$ cat src/rtl/sequence_serializer_if.sv
// Word-in / bit-out bundle between a word producer, the serializer and the
// downstream detector tap; the master modport is the producer side.
interface sequence_serializer_if #(
    parameter int WIDTH = 8,
    parameter int DEPTH = 4
);
    logic [WIDTH-1:0]         word_in;
    logic                     word_valid;
    logic                     word_ready;
    logic                     flush;
    logic                     data_out;
    logic                     bit_valid;
    logic                     frame_start;
    logic [$clog2(DEPTH):0]   level;

    modport master (
        output word_in, word_valid, flush,
        input  word_ready, data_out, bit_valid, frame_start, level
    );

    modport slave (
        input  word_in, word_valid, flush,
        output word_ready, data_out, bit_valid, frame_start, level
    );
endinterface

$ cat src/rtl/sequence_serializer.sv
// Parallel-to-serial front end: buffers words in a DEPTH-entry FIFO and shifts them out one bit per clock.
// Latency: first bit registered one edge after the accepting edge; words follow back-to-back with no gap.
// Backpressure: word_ready drops while the FIFO is full (a same-cycle pop does not reopen it) or during flush.
module sequence_serializer #(
    parameter int WIDTH     = 8,
    parameter int DEPTH     = 4,
    parameter bit MSB_FIRST = 1'b1,
    parameter bit IDLE_BIT  = 1'b0
) (
    input  logic                  clock,
    input  logic                  reset,
    sequence_serializer_if.slave  bus
);
    localparam int PW = $clog2(DEPTH);
    localparam int LW = PW + 1;
    localparam int CW = $clog2(WIDTH);

    typedef enum logic {IDLE, SHIFT} state_t;

    logic [WIDTH-1:0] mem_q [DEPTH];
    logic [PW-1:0]    wr_ptr_q, wr_ptr_d, rd_ptr_q, rd_ptr_d;
    logic [LW-1:0]    level_q, level_d;
    state_t           state_q, state_d;
    logic [CW-1:0]    cnt_q, cnt_d;
    logic [WIDTH-1:0] shreg_q, shreg_d, head;
    logic             data_q, data_d, vld_q, vld_d, fs_q, fs_d;
    logic             push, pop;

    assign bus.word_ready  = reset && !bus.flush && (level_q < LW'(DEPTH));
    assign push            = bus.word_valid && bus.word_ready;
    // Pop uses the pre-edge level, so a word pushed into an empty FIFO waits one edge.
    assign pop             = !bus.flush && (level_q != '0) && ((state_q == IDLE) || (cnt_q == '0));
    assign head            = mem_q[rd_ptr_q];

    assign bus.data_out    = data_q;
    assign bus.bit_valid   = vld_q;
    assign bus.frame_start = fs_q;
    assign bus.level       = level_q;

    always_ff @(posedge clock) begin
        if (push) begin
            mem_q[wr_ptr_q] <= bus.word_in;
        end
    end

    always_comb begin
        wr_ptr_d = wr_ptr_q + PW'(push);
        rd_ptr_d = rd_ptr_q + PW'(pop);
        level_d  = level_q + LW'(push) - LW'(pop);
        state_d  = state_q;
        cnt_d    = cnt_q;
        shreg_d  = shreg_q;
        data_d   = data_q;
        vld_d    = vld_q;
        fs_d     = fs_q;
        if (bus.flush) begin
            wr_ptr_d = '0;
            rd_ptr_d = '0;
            level_d  = '0;
            state_d  = IDLE;
            data_d   = IDLE_BIT;
            vld_d    = 1'b0;
            fs_d     = 1'b0;
        end else if (pop) begin
            state_d = SHIFT;
            cnt_d   = CW'(WIDTH - 1);
            vld_d   = 1'b1;
            fs_d    = 1'b1;
            if (MSB_FIRST) begin
                data_d  = head[WIDTH-1];
                shreg_d = {head[WIDTH-2:0], 1'b0};
            end else begin
                data_d  = head[0];
                shreg_d = {1'b0, head[WIDTH-1:1]};
            end
        end else if (state_q == SHIFT && cnt_q != '0) begin
            cnt_d = cnt_q - CW'(1);
            fs_d  = 1'b0;
            if (MSB_FIRST) begin
                data_d  = shreg_q[WIDTH-1];
                shreg_d = {shreg_q[WIDTH-2:0], 1'b0};
            end else begin
                data_d  = shreg_q[0];
                shreg_d = {1'b0, shreg_q[WIDTH-1:1]};
            end
        end else if (state_q == SHIFT) begin
            state_d = IDLE;
            data_d  = IDLE_BIT;
            vld_d   = 1'b0;
            fs_d    = 1'b0;
        end
    end

    always_ff @(posedge clock or negedge reset) begin
        if (!reset) begin
            wr_ptr_q <= '0;
            rd_ptr_q <= '0;
            level_q  <= '0;
            state_q  <= IDLE;
            cnt_q    <= '0;
            shreg_q  <= '0;
            data_q   <= IDLE_BIT;
            vld_q    <= 1'b0;
            fs_q     <= 1'b0;
        end else begin
            wr_ptr_q <= wr_ptr_d;
            rd_ptr_q <= rd_ptr_d;
            level_q  <= level_d;
            state_q  <= state_d;
            cnt_q    <= cnt_d;
            shreg_q  <= shreg_d;
            data_q   <= data_d;
            vld_q    <= vld_d;
            fs_q     <= fs_d;
        end
    end
endmodule

$ cat src/flat_wrapper.sv
// flat-port wrapper written by rule: the top's interface ports become plain ports
module sequence_serializer_flat 
#(
    parameter int WIDTH     = 8,
    parameter int DEPTH     = 4,
    parameter bit MSB_FIRST = 1'b1,
    parameter bit IDLE_BIT  = 1'b0
)
  (clock, reset, bus_word_in, bus_word_valid, bus_flush, bus_word_ready, bus_data_out, bus_bit_valid, bus_frame_start, bus_level);
  sequence_serializer_if #(.WIDTH(WIDTH), .DEPTH(DEPTH)) bus_i ();
  input  logic clock;
  input  logic reset;
  input wire logic [$bits(bus_i.word_in)-1:0] bus_word_in;
  input wire logic [$bits(bus_i.word_valid)-1:0] bus_word_valid;
  input wire logic [$bits(bus_i.flush)-1:0] bus_flush;
  output wire logic [$bits(bus_i.word_ready)-1:0] bus_word_ready;
  output wire logic [$bits(bus_i.data_out)-1:0] bus_data_out;
  output wire logic [$bits(bus_i.bit_valid)-1:0] bus_bit_valid;
  output wire logic [$bits(bus_i.frame_start)-1:0] bus_frame_start;
  output wire logic [$bits(bus_i.level)-1:0] bus_level;
  assign bus_i.word_in = bus_word_in;
  assign bus_i.word_valid = bus_word_valid;
  assign bus_i.flush = bus_flush;
  assign bus_word_ready = bus_i.word_ready;
  assign bus_data_out = bus_i.data_out;
  assign bus_bit_valid = bus_i.bit_valid;
  assign bus_frame_start = bus_i.frame_start;
  assign bus_level = bus_i.level;
  sequence_serializer #(.WIDTH(WIDTH), .DEPTH(DEPTH), .MSB_FIRST(MSB_FIRST), .IDLE_BIT(IDLE_BIT)) u_core (.clock(clock), .reset(reset), .bus(bus_i));
endmodule
$ cat config.mk
export PLATFORM = sky130hd
export DESIGN_NAME = sequence_serializer_flat
export DESIGN_NICKNAME = d
export VERILOG_FILES = /design/src/rtl/sequence_serializer_if.sv /design/src/rtl/sequence_serializer.sv /design/src/flat_wrapper.sv
export SDC_FILE = /design/constraint.sdc
export NUM_CORES = 1
export LEC_CHECK = 0
export BUFFER_PORTS_ARGS = -buffer_cell sky130_fd_sc_hd__buf_2
export CELL_PAD_IN_SITES_DETAIL_PLACEMENT = 0
export CELL_PAD_IN_SITES_GLOBAL_PLACEMENT = 1
export CORE_ASPECT_RATIO = 0.9
export CORE_MARGIN = 5
export CORE_UTILIZATION = 37
export DETAILED_ROUTE_END_ITERATION = 8
export GPL_TIMING_DRIVEN = 0
export MAX_ROUTING_LAYER = met4
export PLACE_DENSITY = 0.67
export SETUP_SLACK_MARGIN = 0.05
export SYNTH_ARGS = -nofsm -noshare
export SYNTH_HDL_FRONTEND = slang
export SYNTH_SLANG_ARGS = --single-unit
$ cat constraint.sdc
create_clock -name clock -period 2.87 [get_ports clock]
set_clock_uncertainty 0.1 [all_clocks]
set_input_delay 0.574 -clock clock [delete_from_list [all_inputs] [get_ports clock]]
set_output_delay 0.574 -clock clock [all_outputs]
set_load 0.03 [all_outputs]
==> impl_metrics.env <==
export IMPL_rsz0062_at_grt="no"
export IMPL_dr_total_vias=1123
export IMPL_die_width_um=90.5
export IMPL_synth_area_sq_um=2160
export IMPL_ctsRootBufferMaster="clkbuf_8"
export IMPL_period_needed_ps=2650
export IMPL_hpwl_um=2520
export IMPL_firstDrtPassIters=4
export IMPL_layout_common_cells="edfxtp_1, dfrtp_1, buf_2"
export IMPL_ys_warn_count=0
export IMPL_crit_required_ps=2970
export IMPL_cpLargestDelayFamily="adder cells"
export IMPL_cts_sink_count=53
export IMPL_status="finished, final reports clean"
export IMPL_row_count=26
export IMPL_yosysSeqAreaShare_pct=68.9
export IMPL_path_cells="inv_1, ha_1, ha_1, and2b_1, nor3_2, clkbuf_4, ha_1, inv_1, ha_1, inv_1, fa_1, xnor2_1, nor2_1"
export IMPL_ctsResizeCount=1
export IMPL_peakVddDrop_uv=345
export IMPL_worst_slew_margin_rel_pct=47.5
export IMPL_layout_drive_gt1_share_pct=28.1
export IMPL_ios=19
export IMPL_place_congestion=0.749
export IMPL_period_share_pct=92.5
export IMPL_die_area_sq_um=7460
export IMPL_finalSetupViolations=0
export IMPL_antenna_left=0
export IMPL_final_util_pct=43.1
export IMPL_crit_type="register to register"
export IMPL_final_common_cell="edfxtp_1"
export IMPL_grt_max_degree=23
export IMPL_setup_tns_ps=0
export IMPL_synth_seq_cells=53
export IMPL_syn_mean_instance_area_sq_um=16.1
export IMPL_insertion_delay_ps=310
export IMPL_cp_common_cell="ha_1"
export IMPL_worstMarginPinSlew_ps=784
export IMPL_drt_iter0_markers=77
export IMPL_yosysUniqueCellTypes=31
export IMPL_synth_cells=134
export IMPL_cp_max_fo=11
export IMPL_areaGrowthSynthToFinish_pct=13.0
export IMPL_antennaDiodeCount=0
export IMPL_slowest_delay_ps=380
export IMPL_hold_class="input pin to asynchronous set/reset pin"
export IMPL_clock_path_buffers=2
export IMPL_cts_buffers_inserted=5
export IMPL_crit_slowest_cell="dfrtp_1"
export IMPL_cts_tree="yes"
export IMPL_port_buffers=18
export IMPL_cp_start_kind="register"
export IMPL_grt_pass1_wl_um=6090
export IMPL_cp_arrival_ps=2750
export IMPL_drv_cap=0
export IMPL_hold_viol=0
export IMPL_endpoint_kind="register"
export IMPL_syn_nets=153
export IMPL_grt_antenna_before_repair=0
export IMPL_vias_per_cell=4.88
export IMPL_core_sq_um=5660
export IMPL_initial_core_util_pct=38.1
export IMPL_final_nets=178
export IMPL_cts_setup_buffers=0
export IMPL_htreeDepth=2
export IMPL_crit_buf_inv=4
export IMPL_grt_overflow=0
export IMPL_grt_usage_pct=11.0
export IMPL_routedWlPerCell_um=15.5
export IMPL_wirelength_um=3560
export IMPL_drc=0
export IMPL_grt_pass1_vias=1247
export IMPL_fmax_mhz=377
export IMPL_postCtsHoldBufs=0
export IMPL_die_h_um=82.4
export IMPL_power_density_nw_per_um2=850
export IMPL_slew_violations=0
export IMPL_leakage_uw=0.000986
export IMPL_clk_pin_slew_worst_paths_ps=90
export IMPL_hold_ws_ps=106
==> metal layers <==
metal,GRT usage (%),share of wire [%],up-vias
met4,2.68,0.95,0
met1,12.7,42,560
li1,-,-,541
met3,4.44,4.8,4
met5,-,0,-
met2,18.3,52,18
==> Yosys cell counts <==
| cell type | number | area [sq um] |
|---|---|---|
| edfxtp_1 | 32 | 961 |
| dfrtp_1 | 21 | 526 |
| nand2_1 | 9 | 33.8 |
| mux4_2 | 8 | 180 |
| inv_1 | 7 | 26.3 |
| o21ai_0 | 7 | 35.0 |
| ha_1 | 6 | 75.1 |
| nor2_1 | 6 | 22.5 |
| o22ai_1 | 6 | 37.5 |
| buf_2 | 3 | 15.0 |
| nor2b_1 | 3 | 18.8 |
| xnor2_1 | 3 | 26.3 |
| a22oi_1 | 2 | 15.0 |
| buf_6 | 2 | 22.5 |
| nand2b_1 | 2 | 12.5 |
| nor3b_1 | 2 | 15.0 |
| a21o_1 | 1 | 7.51 |
| a21o_2 | 1 | 8.76 |
| a22o_1 | 1 | 8.76 |
| a22oi_2 | 1 | 12.5 |
| and2_1 | 1 | 6.26 |
| and2b_1 | 1 | 7.51 |
| and3_1 | 1 | 6.26 |
| fa_1 | 1 | 20.0 |
| mux2i_1 | 1 | 10.0 |
| nor2_2 | 1 | 6.26 |
| nor3_1 | 1 | 5.00 |
| nor3_2 | 1 | 10.0 |
| nor3b_2 | 1 | 12.5 |
| o21ai_1 | 1 | 5.00 |
| xor2_1 | 1 | 8.76 |
==> sequential cells by signal (all words and copies together), names as in the netlist, 2 cells and up <==
register / flops
u_core.bus.level: 3
u_core.rd_ptr_q: 2
u_core.cnt_q: 3
u_core.shreg_q: 7
u_core.mem_q: 32
u_core.wr_ptr_q: 2
==> kinds of logic after synthesis <==
group / share of synthesized area, %
AOI/OAI and AO/OA: 6.03
DFF: 68.9
buffers and inverters: 2.96
muxes: 8.82
adders and majority gates: 4.41
and+or+nand+nor: 7.25
xor gates and xnor gates: 1.62
==> layout make-up <==
class	count	area, sq um
plain buffers	5	40.0
multi-input cells	69	617
well taps	70	87.6
repair buffers	18	90.1
clock inverters	3	21.3
inverters	7	26.3
flip-flops and latches	53	1490
fillers	527	3220
clock buffers	5	68.8
==> report_power, final <==
part / switching, uW / total (uW) / internal [uW]
Clock: 245 / 418 / 174
Sequential: 72.8 / 998 / 926
Combinational: 362 / 655 / 293
==> metrics by stage <==
step | worst slack, ps | cell area [sq um] | total power [uW] | cells
3_5_place_dp | -328 | 2340 | 1680 | 222
2_1_floorplan | 347 | 2160 | 1510 | 134
5_1_grt | 68.5 | 2440 | 2210 | 230
6_report | 215 | 2440 | 2070 | 230
4_1_cts | 162 | 2430 | 2100 | 230
3_3_place_gp | -283 | 2340 | 1640 | 222
==> worst paths after layout <==
check	start	to	slack, ps	depth (start not counted)
worst max-delay path	u_core.cnt_q[0]$_DFFE_PN0P_	u_core.bus.level[2]$_DFF_PN0_	220	13
worst min-delay path	reset	u_core.bus.data_out$_DFFE_PN0P_	110	1
worst max register to register	u_core.cnt_q[0]$_DFFE_PN0P_	u_core.bus.level[2]$_DFF_PN0_	220	13
worst min register to register	u_core.bus.frame_start$_DFFE_PN0P_	u_core.bus.frame_start$_DFFE_PN0P_	380	1
max in group asynchronous	reset	u_core.cnt_q[1]$_DFFE_PN0P_	2250	1
min in group clock	bus_word_in[3]	u_core.mem_q[2][3]$_DFFE_PP_	370	1
(Power assumes the default switching activity.)
